[src/rtl/shift32_arbiter_pkg.sv]
// Shared types, constants and helpers for the shift32_arbiter block and its
// shifter sub-module.
package shift32_arbiter_pkg;

  localparam int DATA_W  = 32;
  localparam int SHAMT_W = 5;

  typedef enum logic [1:0] {
    IDLE = 2'b00,
    BUSY = 2'b01,
    DONE = 2'b10
  } state_t;

  localparam logic DIR_LEFT  = 1'b0;
  localparam logic DIR_RIGHT = 1'b1;

  function automatic logic [DATA_W-1:0] bit_rev(input logic [DATA_W-1:0] v);
    logic [DATA_W-1:0] r;
    for (int i = 0; i < DATA_W; i++) r[i] = v[DATA_W-1-i];
    return r;
  endfunction

endpackage

[src/rtl/shift32_arbiter_shift32_l.sv]
// SHIFT32_L: the shared 32-bit left barrel shifter (zero fill, overflow discarded).
module shift32_l
  import shift32_arbiter_pkg::*;
(
  input  logic [DATA_W-1:0]  d,
  input  logic [SHAMT_W-1:0] s,
  output logic [DATA_W-1:0]  y
);

  assign y = d << s;

endmodule

[src/rtl/shift32_arbiter.sv]
// Round-robin arbiter sharing one SHIFT32_L between two requesters; right shifts
// go through bit reversal. Define SHIFT_ARB_ARITH_EN to honour the arith inputs.
module shift32_arbiter
  import shift32_arbiter_pkg::*;
#(
  parameter bit RESET_PRIO = 1'b0
) (
  input  logic               clk,
  input  logic               rst_n,
  input  logic               req0,
  input  logic [DATA_W-1:0]  d0,
  input  logic [SHAMT_W-1:0] s0,
  input  logic               dir0,
  input  logic               arith0,
  output logic               ack0,
  output logic               done0,
  output logic [DATA_W-1:0]  y0,
  input  logic               req1,
  input  logic [DATA_W-1:0]  d1,
  input  logic [SHAMT_W-1:0] s1,
  input  logic               dir1,
  input  logic               arith1,
  output logic               ack1,
  output logic               done1,
  output logic [DATA_W-1:0]  y1
);

  state_t             state, state_nxt;
  logic               last, gnt;
  logic [DATA_W-1:0]  lat_d;
  logic [SHAMT_W-1:0] lat_s;
  logic               lat_dir, lat_arith;
  logic               any_req, win, arith_sel;
  logic [DATA_W-1:0]  sh_in, sh_out, fill, result;

  assign any_req = req0 | req1;
  // On contention the port that was not served last wins; otherwise the lone requester.
  assign win = (req0 & req1) ? ~last : req1;

`ifdef SHIFT_ARB_ARITH_EN
  assign arith_sel = win ? arith1 : arith0;
`else
  logic unused_arith;
  assign arith_sel    = 1'b0;
  assign unused_arith = arith0 ^ arith1;
`endif

  // NOTE: sequential state uses non-blocking assignments so every register
  // samples pre-edge values regardless of process ordering.
  always_ff @(posedge clk or negedge rst_n) begin
    if (!rst_n) state <= IDLE;
    else        state <= state_nxt;
  end

  // NOTE: every output of this block gets a default first, so no path can
  // leave one unassigned and infer a latch.
  always_comb begin
    state_nxt = state;
    ack0      = 1'b0;
    ack1      = 1'b0;
    done0     = 1'b0;
    done1     = 1'b0;
    unique case (state)
      IDLE: if (any_req) begin
        state_nxt = BUSY;
        // Gated by rst_n so a request held through reset is never acknowledged.
        ack0 = rst_n & ~win;
        ack1 = rst_n & win;
      end
      BUSY: state_nxt = DONE;
      DONE: begin
        state_nxt = IDLE;
        done0     = ~gnt;
        done1     = gnt;
      end
      default: state_nxt = IDLE;
    endcase
  end

  always_ff @(posedge clk or negedge rst_n) begin
    if (!rst_n) begin
      // NOTE: the operand latch is reset too, so an abandoned operation leaves
      // no stale operands behind.
      last      <= ~RESET_PRIO;
      gnt       <= 1'b0;
      lat_d     <= '0;
      lat_s     <= '0;
      lat_dir   <= DIR_LEFT;
      lat_arith <= 1'b0;
      y0        <= '0;
      y1        <= '0;
    end else begin
      if (state == IDLE && any_req) begin
        last      <= win;
        gnt       <= win;
        lat_d     <= win ? d1 : d0;
        lat_s     <= win ? s1 : s0;
        lat_dir   <= win ? dir1 : dir0;
        lat_arith <= arith_sel;
      end
      if (state == BUSY) begin
        if (gnt) y1 <= result;
        else     y0 <= result;
      end
    end
  end

  assign sh_in = (lat_dir == DIR_LEFT) ? lat_d : bit_rev(lat_d);

  shift32_l u_shift (
    .d (sh_in),
    .s (lat_s),
    .y (sh_out)
  );

  // Sign fill covers the top lat_s bits; constant zero when arith is disabled.
  assign fill = (lat_dir == DIR_RIGHT && lat_arith && lat_d[DATA_W-1]) ?
                ~({DATA_W{1'b1}} >> lat_s) : '0;
  assign result = ((lat_dir == DIR_LEFT) ? sh_out : bit_rev(sh_out)) | fill;

endmodule

[config.mk]
export PLATFORM = sky130hd
export DESIGN_NAME = shift32_arbiter
export DESIGN_NICKNAME = d
export VERILOG_FILES = /design/src/rtl/shift32_arbiter_pkg.sv /design/src/rtl/shift32_arbiter_shift32_l.sv /design/src/rtl/shift32_arbiter.sv
export SDC_FILE = /design/constraint.sdc
export NUM_CORES = 1
export LEC_CHECK = 0
export ABC_AREA = 1
export BUFFER_PORTS_ARGS = -buffer_cell sky130_fd_sc_hd__buf_4
export CELL_PAD_IN_SITES_DETAIL_PLACEMENT = 1
export CELL_PAD_IN_SITES_GLOBAL_PLACEMENT = 1
export CORE_MARGIN = 3
export CORE_UTILIZATION = 35
export DETAILED_ROUTE_END_ITERATION = 6
export GPL_ROUTABILITY_DRIVEN = 0
export PLACE_DENSITY = 0.86
export SYNTH_ARGS = -nofsm -noshare
export SYNTH_HDL_FRONTEND = slang
export SYNTH_SLANG_ARGS = --single-unit
[constraint.sdc]
create_clock -name clk -period 1.4 [get_ports clk]
set_input_delay 0.28 -clock clk [delete_from_list [all_inputs] [get_ports clk]]
set_output_delay 0.28 -clock clk [all_outputs]
set_load 0.05 [all_outputs]
==> Yosys cells after proc, flatten, opt, wreduce, memory -nomap -nowiden <==
Index checks and enable logic that the tools add are counted.
{ "word_totals": {"ff_bits": 106, "inputBits": 82} }
{ "classes": {"eq_ne": 3, "n_shift": 1, "mux": 14, "bitwise_logic": 7, "n_reduce_logical": 4} }
{ "ops": {"columns": ["op", "n"], "rows": [
  ["$mux W32", 3],
  ["$shl A32 B5 Y32", 1],
  ["$mux W1", 8],
  ["$mux W5", 1],
  ["$pmux W2 S2", 1],
  ["$reduce_and A2 Y1", 2],
  ["$and A1 B1 Y1", 3],
  ["$not A1 Y1", 3],
  ["$eq A2 B1 Y1 const B", 1],
  ["$eq A2 B2 Y1 const B", 1],
  ["$logic_not A2 Y1", 1],
  ["$mux W2", 1],
  ["$ne A2 B2 Y1 const B", 1],
  ["$logic_and A1 B1 Y1", 1],
  ["$or A1 B1 Y1", 1]
]} }

==> Logic depth before layout (Yosys ltp) <==
{ "logic_depth": {"depth_word": 6, "depth_mapped": 13, "depth_no_buf": 11} }

==> Cells and area by module <==
Synthesis repeated with hierarchy kept, for this count alone.
{ "hier_totals": {"hier_cells": 1176, "area_unflattened_um2": 7352.1} }
{ "by_module_without_submodules": {"columns": ["mod", "n_inst", "cells_per_inst", "area_each_um2", "seq_area_each_um2"], "rows": [
  ["shift32_arbiter", 1, 811, 5736.8, 2653.8],
  ["shift32_l", 1, 365, 1615.3, 0.0]
]} }

==> Worst setup path before layout <==
No wires, ideal clock.
{ "synth_timing": {"path_kind": "reg-to-output", "start": "register last", "end": "output ack0", "t_arrival_ns": 1.951, "required_ns": 1.120, "slack_ns": -0.831, "stages_incl_launch_ff": 6, "cell_sequence": "dfstp_2 -> nand2_1 -> nand2_1 -> inv_1 -> clkbuf_1 -> nor3_1"} }
{ "synth_between": {"elab_chain_cells": 6} }
{ "synth_lines": {"columns": ["item", "line_no", "source"], "rows": [
  ["start: declaration", "shift32_arbiter.sv:29", "logic last, gnt;"],
  ["start signal: assignment", "shift32_arbiter.sv:84", "last <= ~RESET_PRIO;"],
  ["start signal: assignment", "shift32_arbiter.sv:94", "last <= win;"],
  ["$not A1 Y1", "shift32_arbiter.sv:38", "assign win = (req0 & req1) ? ~last : req1;"],
  ["$mux W1", "shift32_arbiter.sv:38", null],
  ["$not A1 Y1", "shift32_arbiter.sv:67", "ack0 = rst_n & ~win;"],
  ["$and A1 B1 Y1", "shift32_arbiter.sv:67", null],
  ["$mux W1", "shift32_arbiter.sv:64", "IDLE: if (any_req) begin"],
  ["$mux W1", "shift32_arbiter.sv:63", "unique case (state)"],
  ["end: declaration", "shift32_arbiter.sv:15", "output logic ack0,"]
]} }
No other way between the ends.

==> Worst setup path in the final report <==
{ "layout_timing": {"start": "register lat_dir", "end": "register y0[28]"} }
{ "layout_between": {"elab_chain_cells": 3} }
{ "layout_lines": {"columns": ["item", "line_no", "source"], "rows": [
  ["start: declaration", "shift32_arbiter.sv:32", "logic lat_dir, lat_arith;"],
  ["start signal: assignment", "shift32_arbiter.sv:98", "lat_dir <= win ? dir1 : dir0;"],
  ["$mux W32", "shift32_arbiter.sv:108", "assign sh_in = (lat_dir == DIR_LEFT) ? lat_d : bit_rev(lat_d);"],
  ["$shl A32 B5 Y32", "shift32_arbiter_shift32_l.sv:10", "assign y = d << s;"],
  ["$mux W32 *", "shift32_arbiter.sv:119", "assign result = ((lat_dir == DIR_LEFT) ? sh_out : bit_rev(sh_out)) | fill;"],
  ["end signal: assignment", "shift32_arbiter.sv:103", "else y0 <= result;"],
  ["end: declaration", "shift32_arbiter.sv:17", "output logic [DATA_W-1:0] y0,"]
]} }
Every way passes the cells marked *; elsewhere a longest branch is shown, timed or not.
A chain may end at the register's enable or synchronous reset.

==> summary.txt <==
Outcome
  – Outcome: finished, violations left
  – Failing checks: hold timing, setup timing

Route
  – Final wirelength: 33700 µm
  – Routed WL per cell: 23.8 µm
  – Vias per cell: 5.96
  – DR iter-0 viols: 669
  – Routed Antenna Nets: 0
  – Number of remaining DRC errors: 0
  – Vias: 8452
  – Initial DRT Pass Iterations: 5

Critical path
  – Max FO, Critical Path: 8
  – Reg2reg start: lat_dir
  – Arrival @ worst endpoint: 2.39 ns
  – Worst r2r dst: y0[28]
  – CP endpoint kind: register
  – Setup slack, reg-to-reg: -0.73 ns
  – CP Launch Type: register
  – Critical Path RT: 1.67 ns
  – R2R depth: 13
  – Setup CP Type: reg2reg

Synth
  – Adder-cell area share of the yosys netlist: 0%
  – Post-synthesis simple-gate area fraction: 48.3%
  – Main combinational cell family by area after synthesis: simple AND/OR/NAND/NOR gates
  – Flops & latches, synth: 106
  – Cell variety after synth: 22
  – Yosys top cell area share: 38.8%
  – Sequential-to-total area share from yosys stat: 39.2%
  – Mapped Cells: 994
  – Synth Area in XOR/XNOR: 0%
  – Syn_area_per_cell: 6.81 µm²
  – Synth warn: 0
  – Leading area contributor after synthesis: dfrtp_1
  – Post-Syn Area: 6770 µm²
  – Post-synthesis mux area share: 0%
  – Dominant cells by area after synthesis: dfrtp_1 39%, nand3_1 20%, nand2_1 20%, o21ai_0 5.2%, nand3_2 3.8%
  – Synth Area in Compound Gates: 6.13%
  – Syn nets: 1076

Global route
  – Vias in the first global route: 8360
  – Total Routing Usage GR: 24.9%
  – Initial antenna violation count: 0
  – First-pass GRT wire length: 43300 µm
  – Total grt overflow: 0
  – Largest net degree at the start of global routing: 107

CTS
  – CTS tree: done
  – TritonCTS Buffers: 9
  – CTS clock-pin slew for the worst setup and hold paths: 0.08 ns
  – Root Buffer: clkbuf_16
  – H-tree level count: 3
  – Clock Path Buffers: 2
  – CTS Hold Buffers Added: 0
  – Clk sinks: 106
  – Clk_lat worst skew: 0.38 ns

STA
  – Crit share post-route: 152%
  – RSZ-0062 raised after global routing: yes
  – Final hold vios: 10
  – Final setup violation count: 71
  – Minimum clock period: 2.13 ns
  – Post-Route Skew: 0.0133 ns
  – Worst-margin pin slew: 0.672 ns
  – Final Slew Violations: 0
  – Fmax: 470 MHz
  – Slew margin rel.: 55.2%
  – Worst hold margin: -0.0319 ns
  – Worst setup margin: -0.727 ns

Floorplan
  – Row Count: 50
  – Horiz. Die Dim: 145 µm
  – Vert. Die Dim: 145 µm
  – Initial Util: 36.0%
  – I/O pins: 150
  – Die Area: 21100 µm²
  – Core area: 18800 µm²

Layout
  – Most frequent cells in the layout: 276 x nand2_1, 190 x buf_4, 181 x nand3_2
  – Post-Layout Cell Count: 1417
  – Most common cell after layout, fill and taps aside: nand2_1
  – Inserted Diodes: 0
  – Area Overhead vs Synth: 54.9%
  – Share of cells above drive strength 1: 47.7%
  – Nets: 1234

Flow run
  – Max Cap Viol: 0

Place
  – Placed cell count: 1387
  – Number of port buffers: 147
  – HPWL after DPL: 19000 µm

Min path
  – Hold WC Path Type: in2async
through the flow:
step	hold slack [ns]	cell area [µm²]	TNS (ns)	utilization, %	worst slack [ns]
floorplan	-0.0156	7260	-7.15	-	-0.367
global placement	0.448	8890	-22.49	47.2	-0.409
detailed placement	0.455	8890	-27.12	47.2	-0.526
CTS	0.0635	9540	-25.73	50.7	-0.438
global route	0.0232	10500	-45.91	55.7	-0.787
finish	-0.0319	10500	-38.58	55.7	-0.727
cells by family after synthesis:
group           after synthesis
compound gates               80
buf+inv                      85
flops                       106
simple gates                723
state kept, by name, summed over array words and instances, names as in the netlist:
register and count:
lat_d 32, y0 32, y1 32, lat_s 5, state 2, gnt 1, last 1, lat_dir 1
cell usage after synthesis:
master and n:
nand2_1 353, nand3_1 277, dfrtp_1 105, o21ai_0 71
nor2_1 46, buf_2 37, nand3_2 26, clkbuf_1 24
nand2_2 11, inv_1 10, nand4_1 7, o22ai_1 6
buf_6 5, buf_4 3, nor3_1 3, clkinv_1 2
inv_2 2, o21ai_2 2, a21oi_1 1, buf_1 1
buf_12 1, dfstp_2 1
critical path: stages, from the launching register on:
cell and delay, ns:
dfrtp_2 0.43, clkinv_4 0.14, buf_12 0.18, buf_4 0.14, nand2_4 0.07, nand3_2 0.11
nand3_2 0.11, nand3_1 0.12, nand2_2 0.11, nand2_1 0.10, nand3_2 0.18, nand3_2 0.13
nand3_2 0.13, nand2_1 0.07
per-layer routing:
layer | track usage [%] | wire [µm]
met5 | 0 | 0
met4 | 9.88 | 1980
met3 | 3.75 | 2180
met2 | 42.4 | 16500
met1 | 31.9 | 13100
layout make-up:
| cell class | instances | area (µm²) |
|---|---|---|
| Tap cell | 260 | 325 |
| Multi-Input combinational cell | 803 | 5180 |
| Sequential cell | 106 | 2660 |
| Clock buffer | 9 | 225 |
| Fill cell | 2231 | 8340 |
| Inverter | 14 | 60.1 |
| Timing Repair Buffer | 218 | 1970 |
| Clock inverter | 7 | 67.6 |
what timing repair did:
| item | CTS | global route |
|---|---|---|
| setup buffers | 5 | 3 |
| gates cloned | 2 | 4 |
| setup endpoints to repair | 85 | 106 |
| gates resized for setup | 70 | 189 |
| pin swaps | 5 | 47 |
worst max-delay path by stage:
| stage | startpoint | end | slack [ns] | depth (start not counted) |
|---|---|---|---|---|
| after floorplan | state[0] | done0 | -0.37 | 1 |
| after global placement | lat_s[0] | y0[24] | -0.41 | 11 |
| after detailed placement | lat_dir | y0[21] | -0.53 | 13 |
| after CTS | lat_dir | y1[14] | -0.44 | 11 |
| after global routing | lat_dir | y0[28] | -0.79 | 13 |
| final | lat_dir | y0[28] | -0.73 | 13 |
Power is not shown: default switching activity piles up to over one toggle a cycle in this logic, so the estimate is an artifact.
